**src/rtl/vm_pkg.sv**
```systemverilog
// Shared definitions for the vending controller: FSM state codes, item codes
// and the price lookup used by the controller.
package vm_pkg;

    typedef enum logic [2:0] {
        IDLE    = 3'd0,
        COLLECT = 3'd1,
        VEND    = 3'd2,
        CHANGE  = 3'd3
    } vm_state_e;

    localparam int unsigned GRAPE     = 1;
    localparam int unsigned ORANGE    = 2;
    localparam int unsigned MANGO     = 3;
    localparam int unsigned PINEAPPLE = 4;

    // Price fields are 8 bits wide. A price can be larger than any single coin
    // (Pineapple costs 40, above the 5-bit coin range).
    localparam int unsigned PRICE_W     = 8;
    localparam int unsigned MAX_ITEMS   = 16;
    localparam int unsigned PRICE_VEC_W = MAX_ITEMS * PRICE_W;

    // Price of item 'code' (1-based); code 0 or out of range yields 0.
    function automatic logic [PRICE_W-1:0] price_of(input logic [PRICE_VEC_W-1:0] prices,
                                                    input int unsigned code);
        logic [PRICE_W-1:0] p;
        p = '0;
        if (code >= 1 && code <= MAX_ITEMS) begin
            p = prices[(code - 1) * PRICE_W +: PRICE_W];
        end
        return p;
    endfunction

endpackage

```
**src/rtl/vm_stock_table.sv**
```systemverilog
// Per-item stock counters.
// Ports: clk/rst (async, active high, loads INIT_STOCK), dec_i/dec_item_i
// (take one unit of an item), restock_i/restock_item_i/restock_qty_i
// (saturating add), sold_out_o (bit i-1 set when item i is empty).
module vm_stock_table #(
    parameter int unsigned NUM_ITEMS  = 4,
    parameter int unsigned ITEM_W     = 3,
    parameter int unsigned STOCK_W    = 4,
    parameter int unsigned INIT_STOCK = 2
) (
    input  logic                 clk,
    input  logic                 rst,
    input  logic                 dec_i,
    input  logic [ITEM_W-1:0]    dec_item_i,
    input  logic                 restock_i,
    input  logic [ITEM_W-1:0]    restock_item_i,
    input  logic [STOCK_W-1:0]   restock_qty_i,
    output logic [NUM_ITEMS-1:0] sold_out_o
);

    logic [STOCK_W-1:0] stock_q [NUM_ITEMS];
    logic [STOCK_W-1:0] stock_d [NUM_ITEMS];
    logic [STOCK_W:0]   sum_c   [NUM_ITEMS];

    // Next count per item: decrement on vend, saturating add on restock.
    always_comb begin
        for (int i = 0; i < int'(NUM_ITEMS); i++) begin
            stock_d[i] = stock_q[i];
            sum_c[i]   = (STOCK_W+1)'(stock_q[i]) + (STOCK_W+1)'(restock_qty_i);
            if (dec_i && dec_item_i == ITEM_W'(i + 1) && stock_q[i] != '0) begin
                stock_d[i] = stock_q[i] - STOCK_W'(1);
            end else if (restock_i && restock_item_i == ITEM_W'(i + 1)) begin
                stock_d[i] = sum_c[i][STOCK_W] ? '1 : sum_c[i][STOCK_W-1:0];
            end
        end
    end

    always_ff @(posedge clk or posedge rst) begin
        if (rst) begin
            for (int i = 0; i < int'(NUM_ITEMS); i++) begin
                stock_q[i] <= STOCK_W'(INIT_STOCK);
            end
        end else begin
            for (int i = 0; i < int'(NUM_ITEMS); i++) begin
                stock_q[i] <= stock_d[i];
            end
        end
    end

    // Pure decode of the counter flops.
    always_comb begin
        for (int i = 0; i < int'(NUM_ITEMS); i++) begin
            sold_out_o[i] = (stock_q[i] == '0);
        end
    end

endmodule

```
**src/rtl/vending_machine_gen.sv**
```systemverilog
// Vending controller: item selection, coin accumulation, vend, cancel/refund
// and metered change return.
// Ports: clk/rst (async, active high); item_sel, coin_valid, coin_val, cancel
// from the front end; restock/restock_item/restock_qty for service; dispense,
// dispense_item, change_valid, change_val, coin_reject to the drivers;
// balance, sold_out, state for status.
module vending_machine_gen
    import vm_pkg::*;
#(
    parameter int unsigned                   NUM_ITEMS  = 4,
    parameter int unsigned                   ITEM_W     = 3,
    parameter int unsigned                   VAL_W      = 5,
    parameter int unsigned                   BAL_W      = 7,
    parameter logic [NUM_ITEMS*PRICE_W-1:0]  PRICES     = {8'd40, 8'd25, 8'd30, 8'd20},
    parameter int unsigned                   STOCK_W    = 4,
    parameter int unsigned                   INIT_STOCK = 2,
    parameter int unsigned                   CHG_MAX    = 10
) (
    input  logic                 clk,
    input  logic                 rst,
    input  logic [ITEM_W-1:0]    item_sel,
    input  logic                 coin_valid,
    input  logic [VAL_W-1:0]     coin_val,
    input  logic                 cancel,
    input  logic                 restock,
    input  logic [ITEM_W-1:0]    restock_item,
    input  logic [STOCK_W-1:0]   restock_qty,
    output logic                 dispense,
    output logic [ITEM_W-1:0]    dispense_item,
    output logic                 change_valid,
    output logic [VAL_W-1:0]     change_val,
    output logic                 coin_reject,
    output logic [BAL_W-1:0]     balance,
    output logic [NUM_ITEMS-1:0] sold_out,
    output logic [2:0]           state
);

    // Arithmetic width wide enough for balance, price and coin plus a carry.
    localparam int unsigned MAX_AB = (BAL_W > PRICE_W) ? BAL_W : PRICE_W;
    localparam int unsigned SUM_W  = ((MAX_AB > VAL_W) ? MAX_AB : VAL_W) + 1;
    localparam logic [SUM_W-1:0]       BAL_MAX    = SUM_W'((64'd1 << BAL_W) - 64'd1);
    localparam logic [PRICE_VEC_W-1:0] PRICES_EXT = PRICE_VEC_W'(PRICES);

    vm_state_e          state_q, state_d;
    logic [BAL_W-1:0]   balance_q, balance_d;
    logic [ITEM_W-1:0]  item_q, item_d;
    logic               dispense_q, dispense_d;
    logic [ITEM_W-1:0]  dispense_item_q, dispense_item_d;
    logic               change_valid_q, change_valid_d;
    logic [VAL_W-1:0]   change_val_q, change_val_d;
    logic               coin_reject_q, coin_reject_d;

    logic [NUM_ITEMS-1:0] sold_out_w;
    logic                 sel_ok_c;
    logic                 coin_evt_c;
    logic [ITEM_W-1:0]    price_code_c;
    logic [SUM_W-1:0]     price_c;
    logic [SUM_W-1:0]     sum_c;
    logic [BAL_W-1:0]     rem_c;
    logic                 vend_dec_c;
    logic                 restock_ok_c;

    // One change word: the balance capped at CHG_MAX.
    function automatic logic [VAL_W-1:0] chg_word(input logic [BAL_W-1:0] bal);
        if (SUM_W'(bal) > SUM_W'(CHG_MAX)) begin
            return VAL_W'(CHG_MAX);
        end
        return VAL_W'(bal);
    endfunction

    // Selected item is a valid code with stock remaining.
    always_comb begin
        sel_ok_c = 1'b0;
        for (int i = 0; i < int'(NUM_ITEMS); i++) begin
            if (item_sel == ITEM_W'(i + 1) && !sold_out_w[i]) begin
                sel_ok_c = 1'b1;
            end
        end
    end

    assign vend_dec_c   = (state_q == VEND);
    assign restock_ok_c = restock && (state_q == IDLE);

    vm_stock_table #(
        .NUM_ITEMS  (NUM_ITEMS),
        .ITEM_W     (ITEM_W),
        .STOCK_W    (STOCK_W),
        .INIT_STOCK (INIT_STOCK)
    ) u_stock (
        .clk            (clk),
        .rst            (rst),
        .dec_i          (vend_dec_c),
        .dec_item_i     (item_q),
        .restock_i      (restock_ok_c),
        .restock_item_i (restock_item),
        .restock_qty_i  (restock_qty),
        .sold_out_o     (sold_out_w)
    );

    // Next-state, balance and registered-output logic.
    always_comb begin
        state_d         = state_q;
        balance_d       = balance_q;
        item_d          = item_q;
        dispense_d      = 1'b0;
        dispense_item_d = '0;
        change_valid_d  = 1'b0;
        change_val_d    = '0;
        coin_reject_d   = 1'b0;
        rem_c           = '0;

        // A zero-valued coin strobe is dropped silently.
        coin_evt_c   = coin_valid && (coin_val != '0);
        price_code_c = (state_q == IDLE) ? item_sel : item_q;
        price_c      = SUM_W'(price_of(PRICES_EXT, 32'(price_code_c)));
        sum_c        = SUM_W'(balance_q) + SUM_W'(coin_val);

        unique case (state_q)
            IDLE: begin
                if (coin_evt_c) begin
                    if (sel_ok_c && sum_c <= BAL_MAX) begin
                        item_d    = item_sel;
                        balance_d = BAL_W'(sum_c);
                        state_d   = (sum_c >= price_c) ? VEND : COLLECT;
                    end else begin
                        coin_reject_d = 1'b1;
                    end
                end
            end
            COLLECT: begin
                if (cancel) begin
                    state_d        = CHANGE;
                    change_valid_d = 1'b1;
                    change_val_d   = chg_word(balance_q);
                    coin_reject_d  = coin_evt_c;
                end else if (coin_evt_c) begin
                    if (sum_c <= BAL_MAX) begin
                        balance_d = BAL_W'(sum_c);
                        if (sum_c >= price_c) begin
                            state_d = VEND;
                        end
                    end else begin
                        coin_reject_d = 1'b1;
                    end
                end
            end
            VEND: begin
                coin_reject_d = coin_evt_c;
                rem_c         = balance_q - BAL_W'(price_c);
                balance_d     = rem_c;
                if (rem_c != '0) begin
                    state_d        = CHANGE;
                    change_valid_d = 1'b1;
                    change_val_d   = chg_word(rem_c);
                end else begin
                    state_d = IDLE;
                end
            end
            CHANGE: begin
                // balance_q still includes the word on the bus this cycle.
                coin_reject_d = coin_evt_c;
                rem_c         = balance_q - BAL_W'(change_val_q);
                balance_d     = rem_c;
                if (rem_c != '0) begin
                    change_valid_d = 1'b1;
                    change_val_d   = chg_word(rem_c);
                end else begin
                    state_d = IDLE;
                end
            end
            default: begin
                state_d   = IDLE;
                balance_d = '0;
            end
        endcase

        dispense_d      = (state_d == VEND);
        dispense_item_d = dispense_d ? item_d : '0;
    end

    always_ff @(posedge clk or posedge rst) begin
        if (rst) begin
            state_q         <= IDLE;
            balance_q       <= '0;
            item_q          <= '0;
            dispense_q      <= 1'b0;
            dispense_item_q <= '0;
            change_valid_q  <= 1'b0;
            change_val_q    <= '0;
            coin_reject_q   <= 1'b0;
        end else begin
            state_q         <= state_d;
            balance_q       <= balance_d;
            item_q          <= item_d;
            dispense_q      <= dispense_d;
            dispense_item_q <= dispense_item_d;
            change_valid_q  <= change_valid_d;
            change_val_q    <= change_val_d;
            coin_reject_q   <= coin_reject_d;
        end
    end

    assign dispense      = dispense_q;
    assign dispense_item = dispense_item_q;
    assign change_valid  = change_valid_q;
    assign change_val    = change_val_q;
    assign coin_reject   = coin_reject_q;
    assign balance       = balance_q;
    assign sold_out      = sold_out_w;
    assign state         = state_q;

endmodule

```
**config.mk**
```make
export PLATFORM = sky130hd
export DESIGN_NAME = vending_machine_gen
export DESIGN_NICKNAME = d
export VERILOG_FILES = /design/src/rtl/vm_pkg.sv /design/src/rtl/vm_stock_table.sv /design/src/rtl/vending_machine_gen.sv
export SDC_FILE = /design/constraint.sdc
export NUM_CORES = 1
export LEC_CHECK = 0
export CAP_MARGIN = 20
export CORE_MARGIN = 5
export CORE_UTILIZATION = 33
export DETAILED_ROUTE_END_ITERATION = 8
export DONT_BUFFER_PORTS = 1
export PLACE_DENSITY_LB_ADDON = 0.3
export SETUP_SLACK_MARGIN = 0.2
export SLEW_MARGIN = 20
export SYNTH_ARGS = -nofsm -noshare
export SYNTH_HDL_FRONTEND = slang
export SYNTH_HIERARCHICAL = 1
export SYNTH_SLANG_ARGS = --single-unit
export TNS_END_PERCENT = 10
```
**constraint.sdc**
```tcl
create_clock -name clk -period 4 [get_ports clk]
set_input_delay 0.8 -clock clk [delete_from_list [all_inputs] [get_ports clk]]
set_output_delay 0.8 -clock clk [all_outputs]
set_load 0.02 [all_outputs]
```
==> Yosys cells after proc, flatten, opt, wreduce, memory -nomap -nowiden <==
Index checks and enable logic that the tools add are counted.
{ "op_classes": {"n_addsub": 12, "magnitude_cmp": 6, "n_eq_ne": 21, "n_shift": 1, "mux": 67, "n_reduce_logical": 41} }
{ "op_table": {"columns": ["op", "n"], "rows": [
  ["$shiftx A128 B33 Y8 const A", 1],
  ["$mux W4", 12],
  ["$mux W5", 9],
  ["$mux W3", 12],
  ["$mux W7", 5],
  ["$pmux W7 S4", 1],
  ["$eq A3 B2 Y1 const B", 9],
  ["$gt A7 B4 Y1 const B", 3],
  ["$mux W1", 21],
  ["$add A4 B4 Y5", 4],
  ["$logic_and A1 B1 Y1", 19],
  ["$logic_not A4 Y1", 4],
  ["$reduce_bool A4 Y1", 4],
  ["$sub A4 B1 Y4 const B", 4],
  ["$pmux W5 S3", 1],
  ["$reduce_bool A7 Y1", 2],
  ["$eq A3 B1 Y1 const B", 4],
  ["$pmux W3 S4", 1],
  ["$eq A3 B3 Y1 const B", 3],
  ["$add A7 B5 Y8", 1],
  ["$ge A8 B8 Y1", 1],
  ["$le A8 B7 Y1 const B", 1],
  ["$mux W8", 1],
  ["$ne A2 B2 Y1 const B", 4],
  ["other kinds (13)", 21]
]} }
{ "totals": {"regBits": 40, "in_bits": 20, "output_inout_bits": 25, "elab_cells": 160} }

==> Longest topological paths before layout <==
Gate-level depths: netlist of run 1.
{ "logic_depth": {"ltp_word": 13, "mapped_depth": 18, "depth_no_buf": 17} }

==> Modules after synthesis <==
The synthesis of run 1 kept the hierarchy.
{ "by_module_without_submodules": {"columns": ["mod", "n_inst", "cells_each", "area_per_inst_um2"], "rows": [
  ["vending_machine_gen", 1, 276, 2457.4],
  ["vm_stock_table", 1, 186, 1690.4]
]} }

==> Worst setup path after synthesis of run 1 <==
OpenSTA, ideal clock, no wires.
{ "synth_path": {"kind": "flip-flop to flip-flop", "start": "register state_q[1] (netlist: state[1])", "end": "register change_valid_q (netlist: change_valid)", "setup_time_ns": 0.131, "arrival_ns": 3.863, "required_time_ns": 3.869, "setup_slack_ns": 0.006, "path_stages_with_launch": 17, "synth_period_minus_slack_ns": 3.994, "path_cell_list": "dfrtp_1 > clkbuf_8 > nor3_2 > mux2i_1 > inv_1 > ha_1 > nand2_1 > a21oi_1 > ha_1 > inv_1 > fa_1 > nand3_1 > nand2_1 > xnor2_1 > nand3_2 > o31a_1 > or3_1"} }
{ "synth_via": {"elab_chain_len": 9} }
{ "synth_rtl": {"columns": ["element", "line_no", "source"], "rows": [
  ["from (decl)", "vending_machine_gen.sv:44", "vm_state_e state_q, state_d;"],
  ["from (signal assigned)", "vending_machine_gen.sv:192", "state_q <= state_d;"],
  ["$logic_not A3 Y1", "vending_machine_gen.sv:114", "price_code_c = (state_q == IDLE) ? item_sel : item_q;"],
  ["$mux W3", "vending_machine_gen.sv:114", null],
  ["$sub A3 B1 Y4", "vm_pkg.sv:29", "p = prices[(code - 1) * PRICE_W +: PRICE_W];"],
  ["$shiftx A128 B33 Y8", "vm_pkg.sv:29", null],
  ["$mux W8", "vm_pkg.sv:28", "if (code >= 1 && code <= MAX_ITEMS) begin"],
  ["$sub A7 B7 Y7", "vending_machine_gen.sv:149", "rem_c = balance_q - BAL_W'(price_c);"],
  ["$reduce_bool A7 Y1", "vending_machine_gen.sv:151", "if (rem_c != '0) begin"],
  ["$mux W1", "vending_machine_gen.sv:151", null],
  ["$pmux W1 S3 (*)", "vending_machine_gen.sv:118", "unique case (state_q)"],
  ["net change_valid_d", "vending_machine_gen.sv:49", "logic change_valid_q, change_valid_d;"],
  ["to (signal assigned)", "vending_machine_gen.sv:197", "change_valid_q <= change_valid_d;"],
  ["to (decl)", "vending_machine_gen.sv:49", null]
]} }
Mark *: on every way through the listed nets, which the timed path passes. The rest lies on a longest branch.
A chain may end at the register's enable or synchronous reset.

==> Worst setup path after layout of run 1 <==
{ "layout_path": {"start": "register state_q[2] (netlist: state[2])", "end": "register state_q[0] (netlist: state[0])"} }
{ "layout_via": {"elab_chain_len": 11} }
{ "layout_rtl": {"columns": ["element", "line_no", "source"], "rows": [
  ["$logic_not A3 Y1", "vending_machine_gen.sv:114, vending_machine_gen.sv:118", null],
  ["$mux W3", "vending_machine_gen.sv:114", null],
  ["$sub A3 B1 Y4", "vm_pkg.sv:29", null],
  ["$shiftx A128 B33 Y8", "vm_pkg.sv:29", null],
  ["$mux W8", "vm_pkg.sv:28", null],
  ["$ge A8 B8 Y1", "vending_machine_gen.sv:124, vending_machine_gen.sv:139", null],
  ["$mux W3", "vending_machine_gen.sv:139", "if (sum_c >= price_c) begin"],
  ["$mux W3", "vending_machine_gen.sv:137", "if (sum_c <= BAL_MAX) begin"],
  ["$mux W3", "vending_machine_gen.sv:136", "end else if (coin_evt_c) begin"],
  ["$mux W3", "vending_machine_gen.sv:131", "if (cancel) begin"],
  ["$pmux W3 S4 (*)", "vending_machine_gen.sv:118", null],
  ["net state_d[0]", "vending_machine_gen.sv:44", null]
]} }
Marks and branches as above.

==> metrics, run 1 <==
drt wl/cell=17.6 µm; final hold vios=0; Met3 Wirelength=795 µm; total wire length=11600 µm; slowest cell on the critical path=dfrtp_1; HPWL after DPL=8820 µm; total CTS buffers=5; unique cell type count in the Yosys netlist=85; Worst R2R Path Depth=17; CTS tree=yes; FF-to-FF End=state[0]; final setup margin=0.261 ns; status=finished clean; ys flop type=dfrtp_1; wire length of the first global-routing pass=17900 µm; Max VDD drop=0.527 mV; Antenna diodes=0; Mapped Cells=462; fin nets=559; highest routed layer=met4; initial DRC count=193; number of synthesized register bits=40; Clock Skews=0.00805 ns; endpoints failing setup=0; clk slew on worst S/H paths=0.07 ns; Routed Antenna Nets=0; Pwr Density=1030 mW/mm²; post-layout util=0.395; clk_lat worst skew=0.29 ns; Hold Slack=0.381 ns; crit path DAT=3.91 ns; Die Width=122 µm; Max stage delay on crit path=0.41 ns; Placement Setup Slack=0.0216 ns; drt drc=0; cell breakdown of the critical path=nor3_4 -> buf_6 -> mux2i_4 -> inv_2 -> ha_4 -> nand2_1 -> a21oi_4 -> ha_4 -> inv_1 -> fa_1 -> nand3_1 -> nand2_2 -> xnor2_4 -> nand3_4 -> o31a_1 -> buf_6 -> a2111o_1; Post-synth EDFFs=0; Root Buffer=clkbuf_16; crit path capture type=register; MaxCap Viol Count=0; Tot GR Track Use=0.151; Final Cycle Share=0.935; initial antenna violation count=0; Synth top area share=0.217; met2 WL=5640 µm; Reg2Reg Launch Point=state[2]; crit path kind=reg -> reg; Longest Clk Path Bufs=2; Avg Cell Area, Syn=8.98 µm²; row cnt=41; Starting Density=0.333; layout cell share with drive strength beyond 1=0.193; unrepaired setup endpoints after global routing=false; CP endpoint=state[0]; CTS H-tree depth=2; post-synth top area cell=dfrtp_1; sequential cell area fraction in the yosys report=0.243; hold buffers post-CTS=0; Worst slew margin=0.342; Port Buffer Count=0; Worst setup SP type=register; P&R area growth vs syn=18.7%; Worst Setup SP=state[2]; via count=3692; Synth Cell Area=0.00415 mm²; WP data required=4.17 ns; WL met1=4920 µm; max frequency=267 MHz; core area=0.0125 mm²; largest net degree at the start of global routing=25; Setup TNS=0 ns; grt ovf=0; Slew Limit Fails=0; io pins=45; warnings from Yosys=6; via/cell ratio=5.59; Slew @ Worst Pin=0.985 ns; post-synthesis async set-or-reset flop share=1.00; vias in the first global route=3514; Hold WC Path Type=in -> async; RePlAce Congestion=0.932; drt pass-1 iters=5; die area=0.0149 mm²; R2R Setup Slk=0.26 ns; Die Y=122 µm; Power, Total=5.10 mW; CP max FO=4; minimum clock period=3.74 ns; LEAKAGE=2.04 nW; Clock Sinks=40; Area contributors post-synth=dfrtp_1, ha_1, inv_1
## per-layer routing
layer,vias up,track usage
li1,1787,-
met1,1756,0.187
met2,123,0.258
met3,26,0.0436
met4,0,0.0392
met5,-,0
## power breakdown
group          internal [mW]  leakage (nW)  switching (mW)  total, mW
Clock                  0.297        0.0804           0.188      0.485
Sequential             0.573         0.499           0.296      0.869
Combinational           1.74          1.46            2.00       3.74
## flip-flops by register name, summed over array words and instances, names as in the netlist
register / flops
balance: 7
change_val: 5
u_stock/stock_q: 16
item_q: 3
change_valid: 1
state: 3
dispense: 1
dispense_item: 3
coin_reject: 1
## layout make-up
type                       instances  area, µm²
timing repair buffer              26        218
multi-input combinational        373       3160
tap                              172        215
clock buffer                       5        125
sequential                        40       1010
clock inverter                     3       46.3
inverter                          41        154
fill                            1253       7540
## cells in the mapped netlist, types with 3 or more instances
| master | count |
|---|---|
| or3_1 | 3 |
| clkbuf_1 | 3 |
| nand3_1 | 12 |
| nand2b_1 | 9 |
| nand3b_1 | 4 |
| nor4b_2 | 3 |
| mux2i_1 | 8 |
| xor2_1 | 6 |
| clkbuf_8 | 3 |
| o21a_1 | 5 |
| dfrtp_1 | 36 |
| o31ai_1 | 3 |
| a211oi_1 | 6 |
| nor3b_1 | 6 |
| mux2_2 | 3 |
| nor2_1 | 30 |
| ha_1 | 45 |
| o31a_1 | 4 |
| o21ai_0 | 22 |
| a2111o_1 | 3 |
| nand4bb_1 | 3 |
| o21bai_1 | 3 |
| and4bb_2 | 4 |
| a32oi_1 | 4 |
| inv_1 | 41 |
| xnor2_1 | 13 |
| o221ai_1 | 3 |
| a221oi_1 | 4 |
| nor2b_1 | 4 |
| fa_1 | 7 |
| nand2_1 | 27 |
| nor3_1 | 15 |
| nand4b_1 | 3 |
| o211ai_1 | 9 |
| mux2_1 | 3 |
| a21o_1 | 12 |
| a21oi_1 | 28 |
| dfstp_2 | 4 |
## repair_timing
item,in CTS,in global routing
resized for setup,2,41
pin swaps,2,12
buffers inserted,2,12
cloned,0,0
endpoints found under the setup margin,7,8
## worst min-delay path by stage
stage / start / to / slack, ns / cells after the start
6_report: rst / item_q[0] / 0.38 / 1
5_1_grt: rst / state[2] / 0.41 / 1
4_1_cts: rst / u_stock/stock_q[15] / 0.54 / 1
3_5_place_dp: u_stock/stock_q[9] / u_stock/stock_q[9] / 0.54 / 1
3_3_place_gp: u_stock/stock_q[9] / u_stock/stock_q[9] / 0.54 / 1
2_1_floorplan: u_stock/stock_q[0] / u_stock/stock_q[0] / 0.49 / 1
## logic make-up after synthesis
| group | share of synthesized area |
|---|---|
| DFF | 0.243 |
| buffers and inverters | 0.0564 |
| and+or+nand+nor | 0.208 |
| adders and majority gates | 0.170 |
| xor gates and xnor gates | 0.0401 |
| muxes | 0.0356 |
| other | 0.000904 |
| AOI/OAI and AO/OA | 0.247 |
## cells in the final DEF, fill, tap and decap left out, drive strengths merged, types with 16 or more instances in the layout
cell type   n
buf        26
ha         45
nand2      27
dfrtp      36
inv        42
a21oi      30
nor2       30
o21ai      25
nor3       16
## worst max-delay path, delay by kind of cell, from the launching register on
family | cells | cell delay (ns)
xor gates and xnor gates | 1 | 0.24
buffers and inverters | 4 | 0.41
DFF | 1 | 0.41
muxes | 1 | 0.27
AOI/OAI and AO/OA | 3 | 0.80
and+or+nand+nor | 5 | 0.62
adders and majority gates | 3 | 0.86
## through the flow
stage                     instances  area (µm²)
final                           660        4920
after global routing            660        4920
after CTS                       647        4580
after detailed placement        637        4390
after global placement          637        4390
after floorplan                 463        4170
(Power assumes the default switching activity.)
==> run 2: changes to the inputs <==
SETUP_SLACK_MARGIN = 0.4   (was 0.2)
==> metrics, run 2 (same netlist as run 1, synthesis figures left out) <==
status=finished clean (unchanged); Largest register FFs=16 (unchanged); P&R area growth vs syn=20.0% (was 18.7%); CP max FO=4 (unchanged); Longest Clk Path Bufs=2 (unchanged); RePlAce Congestion=0.878 (was 0.932); Starting Density=0.333 (unchanged); cell area after layout=0.00498 mm² (was 0.00492 mm²); fin nets=565 (was 559); io pins=45 (unchanged); wire length of the first global-routing pass=19500 µm (was 17900 µm); Filler cells=1230 (was 1253); multi-input logic area=0.00319 mm² (was 0.00316 mm²); largest net degree at the start of global routing=25 (unchanged); Hold WC Path Type=in -> async (unchanged); Biggest register=u_stock/stock_q (unchanged); crit path kind=reg -> reg (unchanged); Die Y=122 µm (unchanged); Worst setup SP type=register (unchanged); hold buffers post-CTS=0 (unchanged); Max stage delay on crit path=0.40 ns (was 0.41 ns); total wire length=12000 µm (was 11600 µm); die area=0.0149 mm² (unchanged); Pwr Density=1040 mW/mm² (was 1030 mW/mm²); sw frac=0.491 (was 0.487); commonest non-fill, non-tap cell in the layout=ha_1 (was inv_1); grt ovf=0 (unchanged); Die Width=122 µm (unchanged); HPWL after DPL=9100 µm (was 8820 µm); final hold vios=0 (unchanged); Antenna diodes=0 (unchanged); Port Buffer Count=0 (unchanged); switching power=2.54 mW (was 2.48 mW); Routed Antenna Nets=0 (unchanged); WP data required=4.17 ns (about the same); layout cell share with drive strength beyond 1=0.211 (was 0.193); drt pass-1 iters=5 (unchanged); Tot GR Track Use=0.163 (was 0.151); total CTS buffers=5 (unchanged); minimum clock period=3.60 ns (was 3.74 ns); Max VDD drop=0.521 mV (was 0.527 mV); Worst slew margin=0.343 (was 0.342); LEAKAGE=2.08 nW (was 2.04 nW); initial antenna violation count=0 (unchanged); P_int=2.64 mW (was 2.61 mW); sequential power share=0.160 (was 0.170); row cnt=41 (unchanged); Clock Sinks=40 (unchanged); CTS H-tree depth=2 (unchanged); Clock Skews=0.00511 ns (was 0.00805 ns); endpoints failing setup=0 (unchanged); cell breakdown of the critical path=nor3_4 -> buf_6 -> mux2i_4 -> ha_4 -> inv_2 -> o21ai_2 -> a21boi_4 -> nor2_4 -> buf_6 -> inv_2 -> ha_4 -> o21a_4 -> o31a_1 -> o311a_4 -> nand3_4 -> o31a_1 -> buf_4 -> a2111o_1 (was nor3_4 -> buf_6 -> mux2i_4 -> inv_2 -> ha_4 -> nand2_1 -> a21oi_4 -> ha_4 -> inv_1 -> fa_1 -> nand3_1 -> nand2_2 -> xnor2_4 -> nand3_4 -> o31a_1 -> buf_6 -> a2111o_1); slowest cell on the critical path=dfrtp_1 (unchanged); initial DRC count=217 (was 193); crit path DAT=3.77 ns (was 3.91 ns); FF/Latch Area=0.00101 mm² (about the same); clock network power share=0.083 (was 0.095); Slew @ Worst Pin=0.984 ns (was 0.985 ns); commonest cells after routing, fill and taps aside=ha_1, inv_1, dfrtp_1, buf_4 (was inv_1, ha_1, dfrtp_1, a21oi_1, nor2_1); placed cell area=0.00441 mm² (was 0.00439 mm²); crit path capture type=register (unchanged); Slew Limit Fails=0 (unchanged); CTS tree=yes (unchanged); clk_lat worst skew=0.29 ns (about the same); drt drc=0 (unchanged); Combinational Power Share=0.757 (was 0.734); via count=3754 (was 3692); Final Cycle Share=0.899 (was 0.935); max frequency=278 MHz (was 267 MHz); vias in the first global route=3816 (was 3514); Root Buffer=clkbuf_16 (unchanged); drt wl/cell=18.1 µm (was 17.6 µm); Setup TNS=0 ns (unchanged); post-layout util=0.399 (was 0.395); Cell Count Post-Placement=638 (was 637); via/cell ratio=5.64 (was 5.59); clk slew on worst S/H paths=0.06 ns (was 0.07 ns); Hold Slack=0.362 ns (was 0.381 ns); unrepaired setup endpoints after global routing=true (was false); Non-Filler Instances=666 (was 660); core area=0.0125 mm² (unchanged); MaxCap Viol Count=0 (unchanged)
[run 2: cell types whose count changed in the layout (fill, tap and decap cells not counted), sizes merged]
cell      delta
bufinv       -1
buf          +6
clkinv       +1
clkinvlp     -1
inv          -2
clkbuf       +3
[run 2: cell type report]
class / instances / share of cell area
repair buffers: 32 / 0.0520
flip-flops and latches: 40 / 0.202
multi-input cells: 373 / 0.640
inverters: 41 / 0.0309
well taps: 172 / 0.0432
clock buffers: 8 / 0.0314
[run 2: layer usage]
metal / vias up / wire length (µm) / track usage
li1: 1790 / - / -
met1: 1818 / 5150 / 0.205
met2: 120 / 5880 / 0.279
met3: 26 / 677 / 0.0339
met4: 0 / 349 / 0.0553
met5: - / 0 / 0
[run 2: power by group through the flow]
| stage | Sequential [mW] | Clock, mW | Combinational [mW] |
|---|---|---|---|
| 2_1_floorplan | 0.821 | 0 | 2.29 |
| 3_3_place_gp | 0.826 | 0 | 2.97 |
| 3_5_place_dp | 0.832 | 0 | 3.03 |
| 4_1_cts | 0.830 | 0.445 | 3.65 |
| 5_1_grt | 0.855 | 0.461 | 4.27 |
| 6_report | 0.829 | 0.431 | 3.92 |
[run 2: critical path, delay by kind of cell (launching register included)]
family | cells | cell delay [ns]
flip-flops | 1 | 0.40
buffers and inverters | 5 | 0.51
multiplexers | 1 | 0.29
AND/OR/NAND/NOR | 3 | 0.51
adder cells (fa/ha/maj) | 2 | 0.44
AO/OA/AOI/OAI | 7 | 1.34
[run 2: through the flow]
stage               worst slack, ns  total power, mW
floorplan                     0.363             3.11
global placement              0.338             3.80
detailed placement            0.202             3.86
CTS                           0.374             4.93
global route                  0.262             5.59
finish                        0.402             5.18
[run 2: worst paths after layout]
kind                                    start            endpoint  slack (ns)  cells past startpoint
min in group clk           u_stock/stock_q[9]  u_stock/stock_q[9]        0.55                      1
max reg2reg                          state[2]            state[0]        0.40                     18
min reg2reg                u_stock/stock_q[9]  u_stock/stock_q[9]        0.55                      1
max                                  state[2]            state[0]        0.40                     18
min                                       rst         coin_reject        0.36                      1
max in group asynchronous                 rst  u_stock/stock_q[7]        3.07                      1
[run 2: what timing repair did]
item	in CTS	in global routing
gates resized for setup	40	7
endpoints found under the setup margin	8	9
pin swaps	21	14
buffers inserted	17	2
